## src/rtl/sd_adc_rx.sv

```systemverilog
// -----------------------------------------------------------------------------
// sd_adc_rx -- receive side of a first-order 1-bit sigma-delta ADC.
//
// An external comparator samples the RC-filtered input against the feedback
// bit. This block synchronises the comparator output, registers it as the
// feedback bit o_fb, and decimates the resulting bitstream with a second-order
// CIC (sinc2) filter. The output is unsigned PCM, and each sample comes with a
// one-cycle valid strobe.
//
// Optional build macro: SD_ADC_PEAK_EN
//   defined   : o_peak tracks the maximum sample since the last i_peak_clr.
//   undefined : o_peak is tied to 0, and i_peak_clr is ignored.
//
// Parameters
//   DECIM_LOG2 : log2 of the decimation ratio R (legal 2..12).
//   OUT_W      : output sample width (<= 2*DECIM_LOG2).
//
// Ports
//   i_clk        system clock (9 MHz)
//   i_res_n      asynchronous active-low reset
//   i_cmp        comparator output, asynchronous to i_clk
//   i_en         conversion enable
//   i_peak_clr   clears the peak register (peak build only)
//   o_fb         feedback bit to the RC network
//   o_data       unsigned PCM sample, mid-scale = 2^(OUT_W-1)
//   o_valid      one-cycle strobe; o_data is new in the same cycle
//   o_overrange  set with o_valid when the sample saturated
//   o_peak       maximum sample since the last clear
// -----------------------------------------------------------------------------
module sd_adc_rx #(
  parameter int DECIM_LOG2 = 8,
  parameter int OUT_W      = 8
) (
  input  logic             i_clk,
  input  logic             i_res_n,
  input  logic             i_cmp,
  input  logic             i_en,
  input  logic             i_peak_clr,
  output logic             o_fb,
  output logic [OUT_W-1:0] o_data,
  output logic             o_valid,
  output logic             o_overrange,
  output logic [OUT_W-1:0] o_peak
);

  // Accumulator width: the sinc2 output spans 0..R^2, which needs 2*log2(R)+1 bits.
  localparam int ACC_W = 2 * DECIM_LOG2 + 1;

  localparam logic [DECIM_LOG2-1:0] CNT_ZERO   = {DECIM_LOG2{1'b0}};
  localparam logic [DECIM_LOG2-1:0] CNT_ONE    = {{(DECIM_LOG2-1){1'b0}}, 1'b1};
  localparam logic [DECIM_LOG2-1:0] CNT_LAST   = {DECIM_LOG2{1'b1}};
  localparam logic [ACC_W-1:0]      ACC_ZERO   = {ACC_W{1'b0}};
  localparam logic [ACC_W-1:0]      FULL_SCALE = {1'b1, {(2*DECIM_LOG2){1'b0}}};
  localparam logic [OUT_W-1:0]      OUT_ZERO   = {OUT_W{1'b0}};

  typedef enum logic [1:0] {
    ST_IDLE   = 2'd0,
    ST_WARMUP = 2'd1,
    ST_RUN    = 2'd2
  } state_e;

  // Saturating quantiser: returns {overrange, sample}. The only value of y
  // that reaches R^2 is the all-ones input, and it saturates.
  function automatic logic [OUT_W:0] quantize(input logic [ACC_W-1:0] y);
    logic [OUT_W:0] r;
    if (y >= FULL_SCALE) begin
      r = {1'b1, {OUT_W{1'b1}}};
    end else begin
      r = {1'b0, y[2*DECIM_LOG2-1 -: OUT_W]};
    end
    return r;
  endfunction

  // Synchroniser and feedback register
  logic sync1_q, sync2_q, fb_q;

  // Decimation counter, integrators and comb history
  logic [DECIM_LOG2-1:0] cnt_q, cnt_d;
  logic [ACC_W-1:0]      int1_q, int1_d;
  logic [ACC_W-1:0]      int2_q, int2_d;
  logic [ACC_W-1:0]      cz1_q, cz1_d;
  logic [ACC_W-1:0]      d1z1_q, d1z1_d;

  // Comb datapath (combinational, evaluated on every clock)
  logic [ACC_W-1:0]      c_s, d1_s, y_s;
  logic [OUT_W:0]        q_s;
  logic                  dump_s;

  // Control
  state_e                state_q, state_d;
  logic                  warm_q, warm_d;
  logic                  arm_s;

  // Output registers
  logic [OUT_W-1:0]      data_q, data_d;
  logic                  ovr_q, ovr_d;
  logic                  valid_q, valid_d;

  // Two-flop synchroniser followed by the feedback flop. It runs in every state so the analog loop stays settled.
  always_ff @(posedge i_clk or negedge i_res_n) begin
    if (!i_res_n) begin
      sync1_q <= 1'b0;
      sync2_q <= 1'b0;
      fb_q    <= 1'b0;
    end else begin
      sync1_q <= i_cmp;
      sync2_q <= sync1_q;
      fb_q    <= sync2_q;
    end
  end

  // A dump happens on the last counted clock of each R-clock window.
  always_comb begin
    dump_s = i_en && (cnt_q == CNT_LAST);
  end

  // Comb stage: second difference of int2, taken at the decimated rate.
  always_comb begin
    c_s  = int2_q;
    d1_s = c_s - cz1_q;
    y_s  = d1_s - d1z1_q;
    q_s  = quantize(y_s);
  end

  // Next state of the counter, integrators and comb history. Everything is held at zero while the block is disabled.
  always_comb begin
    cnt_d  = cnt_q;
    int1_d = int1_q;
    int2_d = int2_q;
    cz1_d  = cz1_q;
    d1z1_d = d1z1_q;
    if (!i_en) begin
      cnt_d  = CNT_ZERO;
      int1_d = ACC_ZERO;
      int2_d = ACC_ZERO;
      cz1_d  = ACC_ZERO;
      d1z1_d = ACC_ZERO;
    end else begin
      cnt_d  = cnt_q + CNT_ONE;
      int1_d = int1_q + {{(ACC_W-1){1'b0}}, fb_q};
      int2_d = int2_q + int1_q;
      if (dump_s) begin
        cz1_d  = c_s;
        d1z1_d = d1_s;
      end else begin
        cz1_d  = cz1_q;
        d1z1_d = d1z1_q;
      end
    end
  end

  // Datapath registers.
  always_ff @(posedge i_clk or negedge i_res_n) begin
    if (!i_res_n) begin
      cnt_q  <= CNT_ZERO;
      int1_q <= ACC_ZERO;
      int2_q <= ACC_ZERO;
      cz1_q  <= ACC_ZERO;
      d1z1_q <= ACC_ZERO;
    end else begin
      cnt_q  <= cnt_d;
      int1_q <= int1_d;
      int2_q <= int2_d;
      cz1_q  <= cz1_d;
      d1z1_q <= d1z1_d;
    end
  end

  // FSM state register, plus the counter of dumps seen during warm-up.
  always_ff @(posedge i_clk or negedge i_res_n) begin
    if (!i_res_n) begin
      state_q <= ST_IDLE;
      warm_q  <= 1'b0;
    end else begin
      state_q <= state_d;
      warm_q  <= warm_d;
    end
  end

  // FSM next state. Warm-up absorbs two dumps so the comb history holds real data.
  always_comb begin
    state_d = state_q;
    warm_d  = warm_q;
    case (state_q)
      ST_IDLE: begin
        warm_d = 1'b0;
        if (i_en) begin
          state_d = ST_WARMUP;
        end else begin
          state_d = ST_IDLE;
        end
      end
      ST_WARMUP: begin
        if (!i_en) begin
          state_d = ST_IDLE;
          warm_d  = 1'b0;
        end else if (dump_s && warm_q) begin
          state_d = ST_RUN;
          warm_d  = 1'b0;
        end else if (dump_s) begin
          state_d = ST_WARMUP;
          warm_d  = 1'b1;
        end else begin
          state_d = ST_WARMUP;
          warm_d  = warm_q;
        end
      end
      ST_RUN: begin
        warm_d = 1'b0;
        if (!i_en) begin
          state_d = ST_IDLE;
        end else begin
          state_d = ST_RUN;
        end
      end
      default: begin
        state_d = ST_IDLE;
        warm_d  = 1'b0;
      end
    endcase
  end

  // FSM outputs. Only a dump taken in RUN arms a strobe.
  always_comb begin
    case (state_q)
      ST_RUN:  arm_s = dump_s;
      ST_IDLE,
      ST_WARMUP: arm_s = 1'b0;
      default: arm_s = 1'b0;
    endcase
  end

  // Next state of the output registers. The sample and the overrange flag hold between strobes.
  always_comb begin
    data_d  = data_q;
    ovr_d   = ovr_q;
    valid_d = 1'b0;
    if (arm_s) begin
      data_d  = q_s[OUT_W-1:0];
      ovr_d   = q_s[OUT_W];
      valid_d = 1'b1;
    end else begin
      data_d  = data_q;
      ovr_d   = ovr_q;
      valid_d = 1'b0;
    end
  end

  // Output registers.
  always_ff @(posedge i_clk or negedge i_res_n) begin
    if (!i_res_n) begin
      data_q  <= OUT_ZERO;
      ovr_q   <= 1'b0;
      valid_q <= 1'b0;
    end else begin
      data_q  <= data_d;
      ovr_q   <= ovr_d;
      valid_q <= valid_d;
    end
  end

  assign o_fb        = fb_q;
  assign o_data      = data_q;
  assign o_overrange = ovr_q;
  // A strobe armed by the previous dump must disappear if i_en falls in the
  // strobe cycle itself, so the final gate on i_en is combinational.
  assign o_valid     = valid_q & i_en;

`ifdef SD_ADC_PEAK_EN
  logic [OUT_W-1:0] peak_q, peak_d;

  // Peak tracker. The clear wins over the max compare, but a clear that
  // coincides with a strobe loads the new sample.
  always_comb begin
    peak_d = peak_q;
    if (i_peak_clr) begin
      if (o_valid) begin
        peak_d = data_q;
      end else begin
        peak_d = OUT_ZERO;
      end
    end else if (o_valid && (data_q > peak_q)) begin
      peak_d = data_q;
    end else begin
      peak_d = peak_q;
    end
  end

  // Peak register.
  always_ff @(posedge i_clk or negedge i_res_n) begin
    if (!i_res_n) begin
      peak_q <= OUT_ZERO;
    end else begin
      peak_q <= peak_d;
    end
  end

  assign o_peak = peak_q;
`else
  logic peak_clr_unused_s;

  assign peak_clr_unused_s = i_peak_clr;
  assign o_peak            = OUT_ZERO;
`endif

endmodule
```

## config.mk

```make
export PLATFORM = sky130hd
export DESIGN_NAME = sd_adc_rx
export DESIGN_NICKNAME = d
export VERILOG_FILES = /design/src/rtl/sd_adc_rx.sv
export SDC_FILE = /design/constraint.sdc
export NUM_CORES = 1
export LEC_CHECK = 0
export CORE_UTILIZATION = 28
export CTS_CLUSTER_SIZE = 25
export DETAILED_ROUTE_END_ITERATION = 10
export SETUP_SLACK_MARGIN = 0.15
export SYNTH_ARGS = -nofsm -noshare
export SYNTH_HDL_FRONTEND = slang
export SYNTH_SLANG_ARGS = --single-unit
```

## constraint.sdc

```tcl
create_clock -name i_clk -period 4.35 [get_ports i_clk]
set_input_delay 0.87 -clock i_clk [delete_from_list [all_inputs] [get_ports i_clk]]
set_output_delay 0.87 -clock i_clk [all_outputs]
set_load 0.02 [all_outputs]
```

-- After elaboration in Yosys (flattened, before gate mapping)
Cells that the tools add are included.
- bitwise gates (word level): 1
- eq/ne operators: 5
- reduce and logical (&&, ||, !) cells: 3
- mux-type cells: 19
- order comparisons: 1
- $add $sub $neg: 5
- operators by type and width (operator ; number):
    17-bit two-way mux ; 6
    17-bit subtractor ; 2
    17-bit by 1-bit adder with 17-bit output ; 1
    17-bit adder ; 1
    17-bit greater-or-equal comparator, second input constant ; 1
    9-bit two-way mux ; 1
    8-bit by 1-bit adder with 8-bit output, second input constant ; 1
    8-bit equality test, second input constant ; 1
    8-bit two-way mux ; 1
    1-bit two-way mux ; 7
    2-bit two-way mux ; 3
    2-bit one-hot mux with 3 select lines ; 1
    4-bit inequality test, second input constant ; 1
    2-bit by 1-bit equality test with 1-bit output, second input constant ; 1
    2-bit equality test, second input constant ; 1
    1-bit logical AND ; 2
    2-bit logical NOT ; 1
    2-bit by 1-bit inequality test with 1-bit output, second input constant ; 1
    1-bit AND ; 1
- register bits after elaboration: 92
- bits of input ports: 5
- output and inout bits: 19
- word-level logic and storage cells: 47

-- Logic depth before layout (Yosys ltp)
- depth in word-level cells: 6
- mapped depth: 18
- mapped depth without buffers: 17

-- Least setup slack after synthesis
Ideal clock, no wire load.
- path type: register to register
- start: register cz1_q[0]
- end: register data_q[0], in the netlist o_data[0]
- cell stages (with the launch flop): 16
- path slack: 0.682 ns
- library setup time: 0.139 ns
- data required time: 4.211 ns
- path buffers: 0
- clock period less this slack: 3.668 ns
- arrival: 3.529 ns
- cells stage by stage: dfrtp_1 -> ha_1 -> fa_1 -> nor2b_4 -> o31a_4 -> a41oi_4 -> o21ai_0 -> xor2_1 -> ha_1 -> and3_1 -> a221o_1 -> a21o_1 -> a31oi_4 -> o21ai_1 -> xor2_2 -> a31oi_1
- word-level cells in the longest chain between the ends: 4
- RTL lines (element ; line ; source):
    from (decl) ; 81 ; logic [ACC_W-1:0] cz1_q, cz1_d;
    from (signal assigned) ; 164 ; cz1_q <= cz1_d;
    17-bit subtractor * ; 120 ; d1_s = c_s - cz1_q;
    17-bit subtractor * ; 121 ; y_s = d1_s - d1z1_q;
    17-bit greater-or-equal comparator ; 66 ; if (y >= FULL_SCALE) begin
    9-bit two-way mux * ; 66 ;
    to (signal assigned) ; 256 ; data_q <= data_d;
    to (decl) ; 95 ; logic [OUT_W-1:0] data_q, data_d;
Every way passes the cells marked *; elsewhere a longest branch is shown, timed or not.
A chain may end at the register's enable or synchronous reset.

-- Final worst setup path
- start: register int2_q[0], in the netlist c_s[0]
- end: register data_q[2], in the netlist o_data[2]
- word-level cells in the longest chain between the ends: 4
- RTL lines (element ; line ; source):
    from (decl) ; 80 ; logic [ACC_W-1:0] int2_q, int2_d;
    from (signal assigned) ; 163 ; int2_q <= int2_d;
    17-bit subtractor * ; 120 ;
    17-bit subtractor * ; 121 ;
    17-bit greater-or-equal comparator ; 66 ;
    9-bit two-way mux * ; 66 ;
Marks and branches as above.

==> metrics.cfg <==
[cells_and_area]
area_growth_pct = 12.9
n_antenna_cell = 0
num-nets-final = 717
final_common_cell = dfrtp_1
drive_gt1_share_pct = 6.17
final_cell_mix = dfrtp_1, nand2_1, a21oi_1, nor2_1, ha_1

[pwr]
power_density_mw_per_mm2 = 347
power_w = 0.00229
leakage_nw = 2.99
peakVddDrop_mv = 0.185

[synth]
synthFlopType = dfrtp_1
syn_inst = 649
ys_seq_area_share_pct = 39.4
avgSynthCellArea_sq_um = 9.00
ys_async_sr_fraction_pct = 100
synth.distinct_cells = 60
ys_warn_count = 0
synth.ff_latch_count = 92
syn-cell-area_sq_mm = 0.00584
synth_edf_count = 0

[floorplanning]
coreArea_sq_mm = 0.0204
initial_utilization_pct = 28.7
dieArea_sq_mm = 0.0214
die_h_um = 146
die_w_um = 146
fp-row-count = 52
pin_count = 24

[grt]
grt-ovfl-total = 0
grt_pass1_wl_um = 19600
grt_pass1_vias = 4122
antenna_found_initial = 0
grt_max_degree = 80
grt_use_total_pct = 11.4

[sta]
skew_ns = 0.00977
fmax_mhz = 254
whs_ns = 0.349
max_slew_margin_pct = 32.3
setup_viol = 0
rsz0062_at_grt = false
worst_slew_pin_slew_ns = 1.01
slew_viol_final = 0
finalCritPeriodShare_pct = 90.4
hold_viol = 0
finalSetupTns_ns = 0
layout_min_cycle_time_ns = 3.93

[placed_design]
place_congestion = 0.789
portBuffers = 14
dp_hpwl_um = 7810

[route]
routed_wl_um = 11100
vias_per_cell = 4.55
dr_total_vias = 4253
dr.pass1.iters = 4
first_iter_violations = 181
wire_per_inst_um = 11.9
drcViolationCount = 0
ant_nets = 0

[clock_network]
clock_latency_ns = 0.35
cts_sinks = 92
cts_buffer_depth = 2
cts_tree = built
clock-root-buffer = clkbuf_16
path_clk_slew_ns = 0.06
cts_buffers = 9
htreeDepth = 3

[critical_path]
worstPathArrival_ns = 4.20
path_max_fanout = 9
slowest_delay_ns = 0.44
cp_slowest_cell = fa_1
path_class = flop to flop
crit_path_end_kind = flop
path_cells = inv_1 -> ha_1 -> fa_1 -> nor2b_4 -> o31a_4 -> a41oi_4 -> o21ai_1 -> xor2_1 -> ha_1 -> and3_1 -> a221o_1 -> a21o_1 -> a31oi_4 -> o21ai_1 -> xor2_2 -> buf_4 -> a31oi_1
critPathLaunchType = flop
worstPathRequired_ns = 4.62

[job]
maxCapViolCount = 0

[hold_path]
hold_path_class = flop to flop

[status]
status = completed

## sequential cells by signal, indices dropped and copies added, names as in the netlist
name / cells
c_s: 17
o_overrange: 1
state_q: 2
d1z1_q: 17
cz1_q: 17
sync2_q: 1
o_fb: 1
int1_q: 17
warm_q: 1
cnt_q: 8
o_data: 8
valid_q: 1
sync1_q: 1
## worst paths after layout
check	startpoint	cells past startpoint	slack, ns	endpoint
hold reg to reg	sync1_q$_DFF_PN0_	0	0.35	sync2_q$_DFF_PN0_
setup / recovery	c_s[0]$_DFF_PN0_	17	0.42	o_data[2]$_DFFE_PN0P_
hold / removal	sync1_q$_DFF_PN0_	0	0.35	sync2_q$_DFF_PN0_
min in group asynchronous	i_res_n	1	0.67	cnt_q[6]$_DFF_PN0_
setup reg to reg	c_s[0]$_DFF_PN0_	17	0.42	o_data[2]$_DFFE_PN0P_
max in group asynchronous	i_res_n	2	2.87	d1z1_q[2]$_DFFE_PN0P_
## synth_stat cells (2+ instances only)
library cell  instances  area [sq um]
nor2b_1               2          12.5
nor3b_1               2          15.0
or3_1                 6          37.5
buf_4                 8          60.1
and2_1                8          50.1
buf_1                 2          7.51
clkbuf_1             15          56.3
o211a_1               2          20.0
o21bai_1             10          75.1
nand2b_1              9          56.3
inv_1                48           180
nand4_1               6          37.5
nor2_1               57           214
a21o_1               18           135
nand3_1              21           105
a31oi_1              11          68.8
o21ai_2               2          17.5
dfrtp_1              92          2300
a211oi_1              2          15.0
xor2_1               18           158
fa_1                  2          40.0
o21ai_0              20           100
mux2i_1               5          50.1
and3_1                4          25.0
a221o_1               2          20.0
ha_1                 50           626
nor3_1                5          25.0
buf_2                 4          20.0
a21oi_1              60           300
o31ai_1               2          15.0
o21ai_1               3          15.0
nand2_1              84           315
o211ai_1              4          30.0
a21boi_0              2          15.0
o2bb2ai_1             2          17.5
o21a_1                7          52.6
xnor2_1              31           272
## cell families (layout without fill, tap and decap cells)
logic type	count (synthesis)	count (layout)	synth area share, %
XOR/XNOR	51	51	7.91
other	1	8	0.0642
flip-flops	92	92	39.4
buffers and inverters	80	89	5.76
AND/OR/NAND/NOR	207	207	15.8
AO/OA/AOI/OAI	161	161	18.7
adder cells (fa/ha/maj)	52	52	11.4
multiplexers	5	5	0.857
## per-layer routing
layer  vias to the layer above  GRT usage (%)  wire [um]
met4                         0           3.96        161
met5                         -              0          0
met3                        10           2.84        340
met1                      1956           14.7       5580
li1                       2240              -          -
met2                        47           18.4       5050
## per-stage QoR
step | std cells | setup slack [ns] | util [%] | instance area (sq um)
after floorplan | 656 | 0.682 | - | 5870
after global placement | 916 | 0.320 | 30.6 | 6240
after detailed placement | 916 | 0.261 | 30.6 | 6240
after CTS | 932 | 0.257 | 32.2 | 6560
after global routing | 935 | 0.146 | 32.4 | 6590
final | 935 | 0.419 | 32.4 | 6590
## report_power, final
part	total, W	switching [W]	internal [W]
clock	0.000863	0.000357	0.000507
combinational	0.000544	0.000294	0.000250
sequential	0.000879	0.0000124	0.000866
## worst max-delay path, delay by kind of cell (launching register included)
kind | cells | cell delay [ns]
fa+ha+maj | 3 | 0.96
xor+xnor | 2 | 0.41
simple gates | 2 | 0.36
flops | 1 | 0.37
buf+inv | 2 | 0.22
compound gates | 8 | 1.52
## timing repair
| item | 4_1_cts | 5_1_grt |
|---|---|---|
| buffers inserted | 0 | 3 |
| endpoints found under the setup margin | 0 | 9 |
| resized for setup | 0 | 2 |
| hold buffers | 0 | 0 |
## area by class of cell
type / count / area (sq um)
Clock buffer: 9 / 225
Fill cell: 2090 / 13800
Multi-Input combinational cell: 484 / 3230
Clock inverter: 7 / 100
Timing Repair Buffer: 23 / 205
Sequential cell: 92 / 2300
Tap cell: 270 / 338
Inverter: 50 / 188
No activity file was read; power rests on OpenSTA's default activity.
